**config.mk**
```make
export PLATFORM = sky130hd
export DESIGN_NAME = crossing_stop_controller
export DESIGN_NICKNAME = d
export VERILOG_FILES = /design/src/rtl/crossing_stop_controller.sv
export SDC_FILE = /design/constraint.sdc
export NUM_CORES = 1
export LEC_CHECK = 0
export CORE_UTILIZATION = 55
export CTS_BUF_LIST = sky130_fd_sc_hd__clkbuf_2 sky130_fd_sc_hd__clkbuf_4 sky130_fd_sc_hd__clkbuf_8
export CTS_CLUSTER_DIAMETER = 50
export CTS_CLUSTER_SIZE = 28
export DETAILED_ROUTE_END_ITERATION = 6
export PLACE_DENSITY = 0.82
export SETUP_SLACK_MARGIN = 0.1
export SLEW_MARGIN = 40
export SYNTH_ARGS = -nofsm -noshare
export SYNTH_HDL_FRONTEND = slang
export SYNTH_SLANG_ARGS = --single-unit
```
**constraint.sdc**
```tcl
create_clock -name clk -period 2.6 [get_ports clk]
set_input_delay 0.39 -clock clk [delete_from_list [all_inputs] [get_ports clk]]
set_output_delay 0.39 -clock clk [all_outputs]
set_load 0.05 [all_outputs]
```
**src/rtl/crossing_stop_controller.sv**
```systemverilog
// Debounced zebra-crossing stop sequencer with confirm, minimum-hold, release hysteresis and frame watchdog.
// Define CROSSING_STATS_EN to add the saturating stop_events / fault_events counters.
module crossing_stop_controller #(
    parameter int CONFIRM_FRAMES  = 3,
    parameter int MIN_HOLD_FRAMES = 30,
    parameter int CLEAR_FRAMES    = 5,
    parameter int WHITE_MIN       = 2000,
    parameter int CNT_W           = 19,
    parameter int TIMEOUT_CYCLES  = 2000000
) (
    input  logic             clk,
    input  logic             rst,
    input  logic             enable,
    input  logic             detection_valid,
    input  logic             crossing_detected,
    input  logic [CNT_W-1:0] white_count,
    output logic             stop,
    output logic             stop_pulse,
    output logic             release_pulse,
    output logic             fault,
`ifdef CROSSING_STATS_EN
    output logic [15:0]      stop_events,
    output logic [7:0]       fault_events,
`endif
    output logic [2:0]       state
);

    typedef enum logic [2:0] {
        S_IDLE      = 3'd0,
        S_ARMING    = 3'd1,
        S_STOP      = 3'd2,
        S_RELEASING = 3'd3,
        S_FAULT     = 3'd4
    } state_t;

    localparam int HIT_W  = (CONFIRM_FRAMES  < 1) ? 1 : $clog2(CONFIRM_FRAMES + 1);
    localparam int HOLD_W = (MIN_HOLD_FRAMES < 1) ? 1 : $clog2(MIN_HOLD_FRAMES + 1);
    localparam int MISS_W = (CLEAR_FRAMES    < 1) ? 1 : $clog2(CLEAR_FRAMES + 1);
    localparam int WD_W   = (TIMEOUT_CYCLES  < 2) ? 1 : $clog2(TIMEOUT_CYCLES);

    localparam logic [HIT_W-1:0]  HIT_TARGET  = HIT_W'(CONFIRM_FRAMES);
    localparam logic [HOLD_W-1:0] HOLD_TARGET = HOLD_W'(MIN_HOLD_FRAMES);
    localparam logic [MISS_W-1:0] MISS_TARGET = MISS_W'(CLEAR_FRAMES);
    localparam logic [WD_W-1:0]   WD_TERM     = WD_W'(TIMEOUT_CYCLES - 1);
    localparam logic [CNT_W-1:0]  WHITE_TH    = CNT_W'(WHITE_MIN);

    state_t              cur_state, nxt_state;
    logic [HIT_W-1:0]    hit_cnt, hit_nxt, hit_inc;
    logic [HOLD_W-1:0]   hold_cnt, hold_nxt, hold_inc;
    logic [MISS_W-1:0]   miss_cnt, miss_nxt, miss_inc;
    logic [WD_W-1:0]     wd_cnt, wd_nxt;
    logic                frame_event, hit, miss, stop_nxt;

    assign frame_event = detection_valid;
    assign hit         = frame_event && crossing_detected && (white_count >= WHITE_TH);
    assign miss        = frame_event && !hit;

    assign hit_inc  = hit_cnt + HIT_W'(1);
    assign miss_inc = miss_cnt + MISS_W'(1);
    assign hold_inc = (hold_cnt >= HOLD_TARGET) ? hold_cnt : hold_cnt + HOLD_W'(1);

    always_comb begin
        // NOTE: every output of this block gets a default first, so no path can infer a latch.
        nxt_state = cur_state;
        hit_nxt   = hit_cnt;
        hold_nxt  = hold_cnt;
        miss_nxt  = miss_cnt;

        if (!enable) begin
            nxt_state = S_IDLE;
            hit_nxt   = '0;
            hold_nxt  = '0;
            miss_nxt  = '0;
        end else if (frame_event) begin
            unique case (cur_state)
                S_IDLE: begin
                    if (hit) begin
                        if (CONFIRM_FRAMES <= 1) begin
                            nxt_state = S_STOP;
                            hold_nxt  = '0;
                            miss_nxt  = '0;
                        end else begin
                            nxt_state = S_ARMING;
                            hit_nxt   = HIT_W'(1);
                        end
                    end
                end
                S_ARMING: begin
                    if (!hit) begin
                        nxt_state = S_IDLE;
                        hit_nxt   = '0;
                    end else if (hit_inc >= HIT_TARGET) begin
                        nxt_state = S_STOP;
                        hit_nxt   = '0;
                        hold_nxt  = '0;
                        miss_nxt  = '0;
                    end else begin
                        hit_nxt = hit_inc;
                    end
                end
                S_STOP: begin
                    hold_nxt = hold_inc;
                    // Release hysteresis only starts once the minimum hold has elapsed.
                    if (miss && hold_inc >= HOLD_TARGET) begin
                        if (CLEAR_FRAMES <= 1) begin
                            nxt_state = S_IDLE;
                            hold_nxt  = '0;
                            miss_nxt  = '0;
                        end else begin
                            nxt_state = S_RELEASING;
                            miss_nxt  = MISS_W'(1);
                        end
                    end
                end
                S_RELEASING: begin
                    if (hit) begin
                        nxt_state = S_STOP;
                        miss_nxt  = '0;
                    end else if (miss_inc >= MISS_TARGET) begin
                        nxt_state = S_IDLE;
                        hold_nxt  = '0;
                        miss_nxt  = '0;
                    end else begin
                        miss_nxt = miss_inc;
                    end
                end
                default: begin
                    // Leaving FAULT: the waking event is not classified.
                    nxt_state = S_IDLE;
                    hit_nxt   = '0;
                    hold_nxt  = '0;
                    miss_nxt  = '0;
                end
            endcase
        end else if (wd_cnt == WD_TERM) begin
            nxt_state = S_FAULT;
            hit_nxt   = '0;
            hold_nxt  = '0;
            miss_nxt  = '0;
        end
    end

    always_comb begin
        wd_nxt = wd_cnt;
        if (!enable || frame_event) begin
            wd_nxt = '0;
        end else if (wd_cnt != WD_TERM) begin
            wd_nxt = wd_cnt + WD_W'(1);
        end
    end

    assign stop_nxt = (nxt_state == S_STOP) || (nxt_state == S_RELEASING) || (nxt_state == S_FAULT);

    always_ff @(posedge clk) begin
        // NOTE: state registers use non-blocking assignments so every flop samples pre-edge values.
        if (rst) begin
            cur_state     <= S_IDLE;
            hit_cnt       <= '0;
            hold_cnt      <= '0;
            miss_cnt      <= '0;
            wd_cnt        <= '0;
            stop          <= 1'b0;
            stop_pulse    <= 1'b0;
            release_pulse <= 1'b0;
            fault         <= 1'b0;
        end else begin
            cur_state     <= nxt_state;
            hit_cnt       <= hit_nxt;
            hold_cnt      <= hold_nxt;
            miss_cnt      <= miss_nxt;
            wd_cnt        <= wd_nxt;
            stop          <= stop_nxt;
            stop_pulse    <= stop_nxt && !stop;
            release_pulse <= !stop_nxt && stop;
            fault         <= (nxt_state == S_FAULT);
        end
    end

`ifdef CROSSING_STATS_EN
    always_ff @(posedge clk) begin
        if (rst) begin
            stop_events  <= '0;
            fault_events <= '0;
        end else begin
            if (stop_nxt && !stop && stop_events != 16'hFFFF) begin
                stop_events <= stop_events + 16'd1;
            end
            if (nxt_state == S_FAULT && cur_state != S_FAULT && fault_events != 8'hFF) begin
                fault_events <= fault_events + 8'd1;
            end
        end
    end
`endif

    assign state = cur_state;

endmodule

```
==> impl_metrics.xml, run 1 <==
<?xml version="1.0" encoding="UTF-8"?>
<metrics>
  <group name="synth">
    <metric name="synth_fa_ha_area_share" unit="%">3.209</metric>
    <metric name="synthXorXnorAreaFrac" unit="%">8.087</metric>
    <metric name="yosysUniqueCellTypes" unit="">49</metric>
    <metric name="yosysSeqAreaShare" unit="%">39.02</metric>
    <metric name="postSynthAreaPerCell" unit="um^2">8.225</metric>
    <metric name="largest_area_contributor_in_the_netlist" unit="">dfxtp_1</metric>
    <metric name="main_combinational_cell_family_by_area_after_synthesis" unit="">simple AND/OR/NAND/NOR gates</metric>
    <metric name="synth.mux.area_fraction" unit="%">2.118</metric>
    <metric name="synthFlopType" unit="">dfxtp_1</metric>
    <metric name="synth_compound_gate_area_share" unit="%">14.18</metric>
    <metric name="synth-seq-cells" unit="">38</metric>
    <metric name="synth.cell_area" unit="mm^2">0.001949</metric>
    <metric name="post_synth_and_or_nand_nor_area_fraction" unit="%">30.04</metric>
    <metric name="yosysWarnings" unit="">0</metric>
    <metric name="async_flop_share" unit="%">0</metric>
    <metric name="synth-edff-count" unit="">0</metric>
    <metric name="synth_top_area_share" unit="%">39.02</metric>
    <metric name="postSynthCellCount" unit="">237</metric>
    <metric name="syn-num-nets" unit="">266</metric>
    <metric name="cell_types_occupying_the_most_area_after_synthesis" unit="">dfxtp_1 (39%), nor2_1 (8.3%), xor2_1 (6.3%), nand3_1 (4.6%), a21oi_1 (3.6%)</metric>
  </group>
  <group name="place">
    <metric name="gp_routability_congestion" unit="">0.8913</metric>
    <metric name="port_buffers" unit="">26</metric>
    <metric name="dpl-instance-area" unit="mm^2">0.002262</metric>
    <metric name="detailedPlace.worstSlack" unit="ns">0.08641</metric>
    <metric name="post-dp-hpwl" unit="um">2892</metric>
  </group>
  <group name="detailed_routing">
    <metric name="routed_via_density" unit="">5.650</metric>
    <metric name="route.vias.total" unit="">1774</metric>
    <metric name="drt-total-wl" unit="um">3965</metric>
    <metric name="drc_violation_count_after_routing" unit="">0</metric>
    <metric name="drt_first_pass_iters" unit="">4</metric>
    <metric name="routed_length_per_instance" unit="um">12.63</metric>
    <metric name="initialDrtViolationCount" unit="">55</metric>
    <metric name="drt.antenna.violating_nets" unit="">0</metric>
  </group>
  <group name="cts">
    <metric name="worstSkewPairLatency" unit="ns">0.34</metric>
    <metric name="clock_path_buffers" unit="">2</metric>
    <metric name="clock_pin_slew_on_the_worst_setup_and_hold_paths" unit="ns">0.11</metric>
    <metric name="cts_tree" unit="">built</metric>
    <metric name="cts.root.buffer_cell" unit="">clkbuf_4</metric>
    <metric name="clock-sinks" unit="">38</metric>
    <metric name="post_cts_hold_buffer_count" unit="">0</metric>
    <metric name="cts_inserted_buffers" unit="">5</metric>
    <metric name="post_cts.repair.setup_buffers" unit="">0</metric>
    <metric name="htreeDepth" unit="">2</metric>
  </group>
  <group name="floorplanning">
    <metric name="die_height" unit="um">61.54</metric>
    <metric name="die_area" unit="mm^2">0.003787</metric>
    <metric name="io-pin-count" unit="">31</metric>
    <metric name="die_width" unit="um">61.54</metric>
    <metric name="placementRows" unit="">21</metric>
    <metric name="floorplan.core_area" unit="mm^2">0.003363</metric>
    <metric name="initial_core_utilization" unit="%">57.96</metric>
  </group>
  <group name="timing">
    <metric name="rsz_0062_raised_after_global_routing" unit="">false</metric>
    <metric name="final.min_clock_period" unit="ns">2.326</metric>
    <metric name="tns" unit="ns">0</metric>
    <metric name="period_share" unit="%">89.46</metric>
    <metric name="timing.final.ws_setup" unit="ns">0.2741</metric>
    <metric name="finalHoldWorstSlack" unit="ns">0.4672</metric>
    <metric name="finClkSkew" unit="ns">0.008851</metric>
    <metric name="slew_limit_fails" unit="">0</metric>
    <metric name="final-setup-viol-count" unit="">0</metric>
    <metric name="transition_time_at_the_pin_with_the_least_slew_margin" unit="ns">0.4911</metric>
    <metric name="timing.max_slew.rel_slack" unit="%">67.16</metric>
    <metric name="fmax" unit="GHz">0.4299</metric>
    <metric name="hold_violations" unit="">0</metric>
  </group>
  <group name="min_path">
    <metric name="hold_class" unit="">flip-flop to flip-flop</metric>
  </group>
  <group name="power_and_ir_drop">
    <metric name="p_sw" unit="W">0.0002246</metric>
    <metric name="switching_share" unit="%">20.98</metric>
    <metric name="power.share.combinational" unit="%">6.4</metric>
    <metric name="p_seq_share" unit="%">54.7</metric>
    <metric name="power.clock.fraction" unit="%">38.9</metric>
    <metric name="intPower" unit="W">0.0008459</metric>
    <metric name="p_leak" unit="nW">0.8130</metric>
    <metric name="pwr_dens" unit="mW/mm^2">456.1</metric>
    <metric name="vdd_drop_max" unit="uV">393.5</metric>
  </group>
  <group name="grt">
    <metric name="grt_pass1_vias" unit="">1666</metric>
    <metric name="globalRoute.totalOverflow" unit="">0</metric>
    <metric name="grt_use_total" unit="%">23.33</metric>
    <metric name="grt_first_pass_wirelength" unit="um">6548</metric>
    <metric name="antenna_found_initial" unit="">0</metric>
    <metric name="maximum_number_of_pins_on_one_net_before_global_route_repair" unit="">18</metric>
  </group>
  <group name="cells_and_area">
    <metric name="multi_input_comb_area" unit="mm^2">0.001126</metric>
    <metric name="finish.net_count" unit="">296</metric>
    <metric name="final.fill_count" unit="">311</metric>
    <metric name="finalCoreUtilization" unit="%">69.79</metric>
    <metric name="drive_above_1_share" unit="%">7.463</metric>
    <metric name="syn2layout_area_growth" unit="%">20.41</metric>
    <metric name="sequential_cell_area" unit="um^2">760.7</metric>
    <metric name="final_cell_area" unit="mm^2">0.002347</metric>
    <metric name="num_antenna_cells" unit="">0</metric>
  </group>
  <group name="setup_path">
    <metric name="cpMaxStageDelayCell" unit="">or4b_1</metric>
    <metric name="worstSetupPathType" unit="">flip-flop to flip-flop</metric>
    <metric name="critPathLaunchType" unit="">flip-flop</metric>
    <metric name="worst-path-max-fanout" unit="">6</metric>
    <metric name="crit_path_max_delay_family" unit="">simple AND/OR/NAND/NOR gates</metric>
    <metric name="worstSetupEndpointType" unit="">flip-flop</metric>
    <metric name="worstPathBufferInverterCount" unit="">0</metric>
    <metric name="crit_required" unit="ns">2.87</metric>
    <metric name="worstPathCellList" unit="">or4b_1, nor4_2, and2b_1, o32ai_1, nor2_2, mux2_2, nor3_2</metric>
    <metric name="crit_path_max_incr_delay" unit="ns">0.48</metric>
    <metric name="timing.critical_path.arrival" unit="ns">2.59</metric>
  </group>
  <group name="job">
    <metric name="maxCapViolCount" unit="">0</metric>
  </group>
  <group name="outcome">
    <metric name="status" unit="">complete, no violations</metric>
  </group>
</metrics>
==> tightest hold or removal path: stages, from the launching register on <==
cell,delay (ns)
dfxtp_1,0.35
inv_1,0.06
a311oi_1,0.04
==> routing by layer <==
layer / wire length, um / vias to the layer above / global-route usage, %
met5: 0 / - / 0
met4: 116 / 0 / 13.33
met3: 204 / 13 / 5.672
li1: - / 904 / -
met1: 1723 / 815 / 25.23
met2: 1921 / 42 / 41.32
==> cell families (layout without fill, tap and decap cells) <==
| family | count (synthesis) | after routing |
|---|---|---|
| multiplexers | 4 | 4 |
| XOR/XNOR | 18 | 18 |
| adder cells (fa/ha/maj) | 5 | 5 |
| buffers and inverters | 15 | 46 |
| flip-flops | 38 | 38 |
| AO/OA/AOI/OAI | 42 | 42 |
| AND/OR/NAND/NOR | 115 | 115 |
==> final timing paths <==
| kind | start | end | slack (ns) | depth (start not counted) |
|---|---|---|---|---|
| min reg2reg | stop$_SDFF_PP0_ | release_pulse$_SDFF_PP0_ | 0.47 | 2 |
| max reg2reg | wd_cnt[10]$_SDFFE_PP0N_ | stop_pulse$_SDFF_PP0_ | 0.27 | 7 |
| max | wd_cnt[10]$_SDFFE_PP0N_ | stop_pulse$_SDFF_PP0_ | 0.27 | 7 |
| min | stop$_SDFF_PP0_ | release_pulse$_SDFF_PP0_ | 0.47 | 2 |
==> power by group through the flow <==
stage	Clock (W)	Sequential (W)	Combinational, W
6_report	0.000416	0.000586	0.0000681
5_1_grt	0.000460	0.000587	0.0000742
4_1_cts	0.000429	0.000586	0.0000681
3_5_place_dp	0	0.000599	0.0000677
3_3_place_gp	0	0.000599	0.0000666
2_1_floorplan	0	0.000600	0.0000261
==> placed cells by master, fill, tap and decap left out, types with 5 or more instances in the layout <==
master / n
a21oi_1: 14
clkbuf_4: 7
nand3_1: 18
nor2b_1: 5
dfxtp_1: 38
ha_1: 5
clkdlybuf4s50_1: 26
nor3_1: 6
nor2_1: 42
xor2_1: 14
inv_1: 8
o21ai_0: 8
nand2_1: 11
nand4_1: 7
==> through the flow <==
step	cells	total power [W]
after detailed placement	306	0.0006669
final	314	0.001071
after global placement	306	0.0006658
after global routing	314	0.001121
after floorplan	237	0.0006265
after CTS	314	0.001083
==> state kept, by name, summed over array words and instances (netlist names) <==
signal         cells
fault              1
hit_cnt            2
hold_cnt           5
miss_cnt           3
release_pulse      1
state              3
stop               1
stop_pulse         1
wd_cnt            21
==> repair_timing <==
action | 4_1_cts | 5_1_grt
resized for setup | 0 | 1
setup endpoints to repair | 0 | 2
hold endpoints to repair | 0 | 0
==> final cells by class <==
type	count	area share (%)
tap	46	2.452
multi-input combinational	184	47.97
timing repair buffer	30	12.37
clock inverter	1	1.279
sequential	38	32.41
clock buffer	7	2.239
inverter	8	1.279
==> synth_stat cells (6+ instances only) <==
cell type and n:
dfxtp_1 38, nand2_1 11, xor2_1 14, nand4_1 7
nor3_1 6, inv_1 8, nor2_1 43, nand3_1 18
a21oi_1 14, o21ai_0 8
No activity file was read; power rests on OpenSTA's default activity.
==> run 2, diff against run 1 <==
--- a/config.mk
+++ b/config.mk
@@ -5,12 +5,12 @@
 export SDC_FILE = /design/constraint.sdc
 export NUM_CORES = 1
 export LEC_CHECK = 0
-export CORE_UTILIZATION = 55
-export CTS_BUF_LIST = sky130_fd_sc_hd__clkbuf_2 sky130_fd_sc_hd__clkbuf_4 sky130_fd_sc_hd__clkbuf_8
+export CORE_UTILIZATION = 30
+export CTS_BUF_LIST = sky130_fd_sc_hd__clkbuf_8
 export CTS_CLUSTER_DIAMETER = 50
 export CTS_CLUSTER_SIZE = 28
 export DETAILED_ROUTE_END_ITERATION = 6
-export PLACE_DENSITY = 0.82
+export RECOVER_POWER = 100
 export SETUP_SLACK_MARGIN = 0.1
 export SLEW_MARGIN = 40
 export SYNTH_ARGS = -nofsm -noshare
==> run 2 against run 1 <==
  * Sequential cell count did not move
  * Via count fell by 2.2%
  * Sequential power barely moved
  * First-iteration DRC count rose by 87%
  * Global-route usage fell by 9.8 points
  * Routed wire length rose by 2.2%
  * Critical path depth rose by 1
  * Combinational power fell by 2%
  * Sequential share of layout area fell by 0.48 points
  * Worst hold slack got worse by 0.020 ns
  * Critical path type unchanged
  * Highest routed layer unchanged
==> impl_metrics.xml, run 2 (synthesized netlist as in run 1, its figures left out) <==
<?xml version="1.0" encoding="UTF-8"?>
<metrics>
  <group name="outcome">
    <metric name="status" unit="">complete, no violations</metric>
  </group>
  <group name="timing">
    <metric name="slew_limit_fails" unit="">0</metric>
    <metric name="period_share" unit="%">88.28</metric>
    <metric name="finalHoldWorstSlack" unit="ns">0.4472</metric>
    <metric name="hold_violations" unit="">0</metric>
    <metric name="fmax" unit="GHz">0.4357</metric>
    <metric name="final.min_clock_period" unit="ns">2.295</metric>
    <metric name="finClkSkew" unit="ns">0.003895</metric>
    <metric name="transition_time_at_the_pin_with_the_least_slew_margin" unit="ns">0.9049</metric>
    <metric name="tns" unit="ns">0</metric>
    <metric name="rsz_0062_raised_after_global_routing" unit="">false</metric>
    <metric name="final-setup-viol-count" unit="">0</metric>
    <metric name="timing.max_slew.rel_slack" unit="%">39.67</metric>
  </group>
  <group name="cells_and_area">
    <metric name="mostFrequentLayoutCell" unit="">nor2_1</metric>
    <metric name="reg_top3" unit="">wd_cnt x21, hold_cnt x5</metric>
    <metric name="final_cell_area" unit="mm^2">0.002382</metric>
    <metric name="num_antenna_cells" unit="">0</metric>
    <metric name="finish.net_count" unit="">297</metric>
    <metric name="syn2layout_area_growth" unit="%">22.21</metric>
    <metric name="registers.top_by_ff_count" unit="">wd_cnt</metric>
    <metric name="most_used_cells_in_the_layout_excluding_fill_and_tap_cells" unit="">nor2_1 (43), dfxtp_1 (38), nand3_1 (18), clkdlybuf4s50_1 (18)</metric>
    <metric name="drive_above_1_share" unit="%">5.576</metric>
    <metric name="largest_reg_flops" unit="">21</metric>
  </group>
  <group name="min_path">
    <metric name="min_path_cells" unit="">1</metric>
    <metric name="hold_class" unit="">flip-flop to flip-flop</metric>
  </group>
  <group name="grt">
    <metric name="grt_use_total" unit="%">13.55</metric>
    <metric name="maximum_number_of_pins_on_one_net_before_global_route_repair" unit="">22</metric>
    <metric name="antenna_found_initial" unit="">0</metric>
    <metric name="globalRoute.totalOverflow" unit="">0</metric>
    <metric name="grt_pass1_vias" unit="">1642</metric>
    <metric name="grt_first_pass_wirelength" unit="um">7107</metric>
  </group>
  <group name="floorplanning">
    <metric name="floorplan.core_area" unit="mm^2">0.006314</metric>
    <metric name="die_area" unit="mm^2">0.006824</metric>
    <metric name="io-pin-count" unit="">31</metric>
    <metric name="initial_core_utilization" unit="%">30.88</metric>
    <metric name="die_height" unit="um">82.61</metric>
    <metric name="die_width" unit="um">82.61</metric>
    <metric name="placementRows" unit="">29</metric>
  </group>
  <group name="power_and_ir_drop">
    <metric name="p_leak" unit="nW">0.8320</metric>
    <metric name="power_consumption" unit="W">0.001079</metric>
    <metric name="pwr_dens" unit="mW/mm^2">452.8</metric>
    <metric name="vdd_drop_max" unit="uV">289.7</metric>
  </group>
  <group name="cts">
    <metric name="ctsResizeCount" unit="">0</metric>
    <metric name="cts_tree" unit="">built</metric>
    <metric name="clock-sinks" unit="">38</metric>
    <metric name="cts_inserted_buffers" unit="">5</metric>
    <metric name="post_cts_hold_buffer_count" unit="">0</metric>
    <metric name="worstSkewPairLatency" unit="ns">0.29</metric>
    <metric name="clock_path_buffers" unit="">2</metric>
    <metric name="post_cts.repair.setup_buffers" unit="">0</metric>
    <metric name="htreeDepth" unit="">2</metric>
    <metric name="cts.root.buffer_cell" unit="">clkbuf_8</metric>
    <metric name="clock_pin_slew_on_the_worst_setup_and_hold_paths" unit="ns">0.08</metric>
  </group>
  <group name="detailed_routing">
    <metric name="drc_violation_count_after_routing" unit="">0</metric>
    <metric name="drt-total-wl" unit="um">4054</metric>
    <metric name="routed_length_per_instance" unit="um">11.72</metric>
    <metric name="drt_first_pass_iters" unit="">4</metric>
    <metric name="drt.antenna.violating_nets" unit="">0</metric>
    <metric name="route.vias.total" unit="">1735</metric>
    <metric name="initialDrtViolationCount" unit="">103</metric>
    <metric name="routed_via_density" unit="">5.014</metric>
  </group>
  <group name="setup_path">
    <metric name="r2r_cells" unit="">8</metric>
    <metric name="critPathLaunchType" unit="">flip-flop</metric>
    <metric name="crit_required" unit="ns">2.80</metric>
    <metric name="worstSetupPathType" unit="">flip-flop to flip-flop</metric>
    <metric name="worst-path-max-fanout" unit="">6</metric>
    <metric name="timing.critical_path.arrival" unit="ns">2.50</metric>
    <metric name="worstSetupEndpointType" unit="">flip-flop</metric>
  </group>
  <group name="place">
    <metric name="gp_routability_congestion" unit="">0.8075</metric>
    <metric name="dpl-instance-area" unit="mm^2">0.002308</metric>
    <metric name="port_buffers" unit="">26</metric>
    <metric name="post-dp-hpwl" unit="um">2929</metric>
  </group>
  <group name="job">
    <metric name="maxCapViolCount" unit="">0</metric>
  </group>
</metrics>
run 2: final cells by class:
cell class / count / area, um^2
clock buffer: 6 / 82.58
clock inverter: 2 / 12.51
fill: 674 / 3931
inverter: 8 / 30.03
multi-input combinational: 184 / 1112
sequential: 38 / 760.7
tap: 77 / 96.34
timing repair buffer: 31 / 287.8
run 2: final timing paths:
path / to / slack, ns / from
worst max register to register: release_pulse$_SDFF_PP0_ / 0.30 / wd_cnt[10]$_SDFFE_PP0N_
worst max-delay path: release_pulse$_SDFF_PP0_ / 0.30 / wd_cnt[10]$_SDFFE_PP0N_
worst min-delay path: stop_pulse$_SDFF_PP0_ / 0.45 / stop$_SDFF_PP0_
worst min register to register: stop_pulse$_SDFF_PP0_ / 0.45 / stop$_SDFF_PP0_
run 2: worst max-delay path: stages (launching register included):
cell,delay (ns)
dfxtp_1,0.42
or4b_1,0.46
nor4_1,0.33
and2b_1,0.24
o32ai_1,0.10
nor2_1,0.16
clkbuf_1,0.16
nand2_1,0.06
a311oi_1,0.26
run 2: report_power, final:
group | leakage [nW] | switching (W) | internal, W
clock | 0.0472 | 0.000214 | 0.000213
combinational | 0.479 | 0.0000306 | 0.0000358
sequential | 0.306 | 0.00000256 | 0.000583
run 2: per-layer routing:
layer	part of all wire [%]	vias up	global-route usage (%)	wire length, um
met2	45	39	23.80	1843
li1	-	900	-	-
met1	48	791	15.95	1929
met3	6.1	5	3.077	248
met5	0	-	0	0
met4	0.81	0	5.172	33
run 2: per-stage QoR:
step                setup slack, ns  util, %  instances
finish                       0.3047    37.73        346
detailed placement           0.1521    36.56        338
CTS                          0.3857    38.07        346
floorplan                    0.5096        -        237
global route                 0.1120    37.73        346
global placement             0.1743    36.56        338
==> run 3, diff against run 2 <==
--- a/config.mk
+++ b/config.mk
@@ -10,6 +10,7 @@
 export CTS_CLUSTER_DIAMETER = 50
 export CTS_CLUSTER_SIZE = 28
 export DETAILED_ROUTE_END_ITERATION = 6
+export GPL_ROUTABILITY_DRIVEN = 0
 export RECOVER_POWER = 100
 export SETUP_SLACK_MARGIN = 0.1
 export SLEW_MARGIN = 40
==> results of run 3 <==
Same layout as run 2: the final DEF is identical, and so are final timing and power.
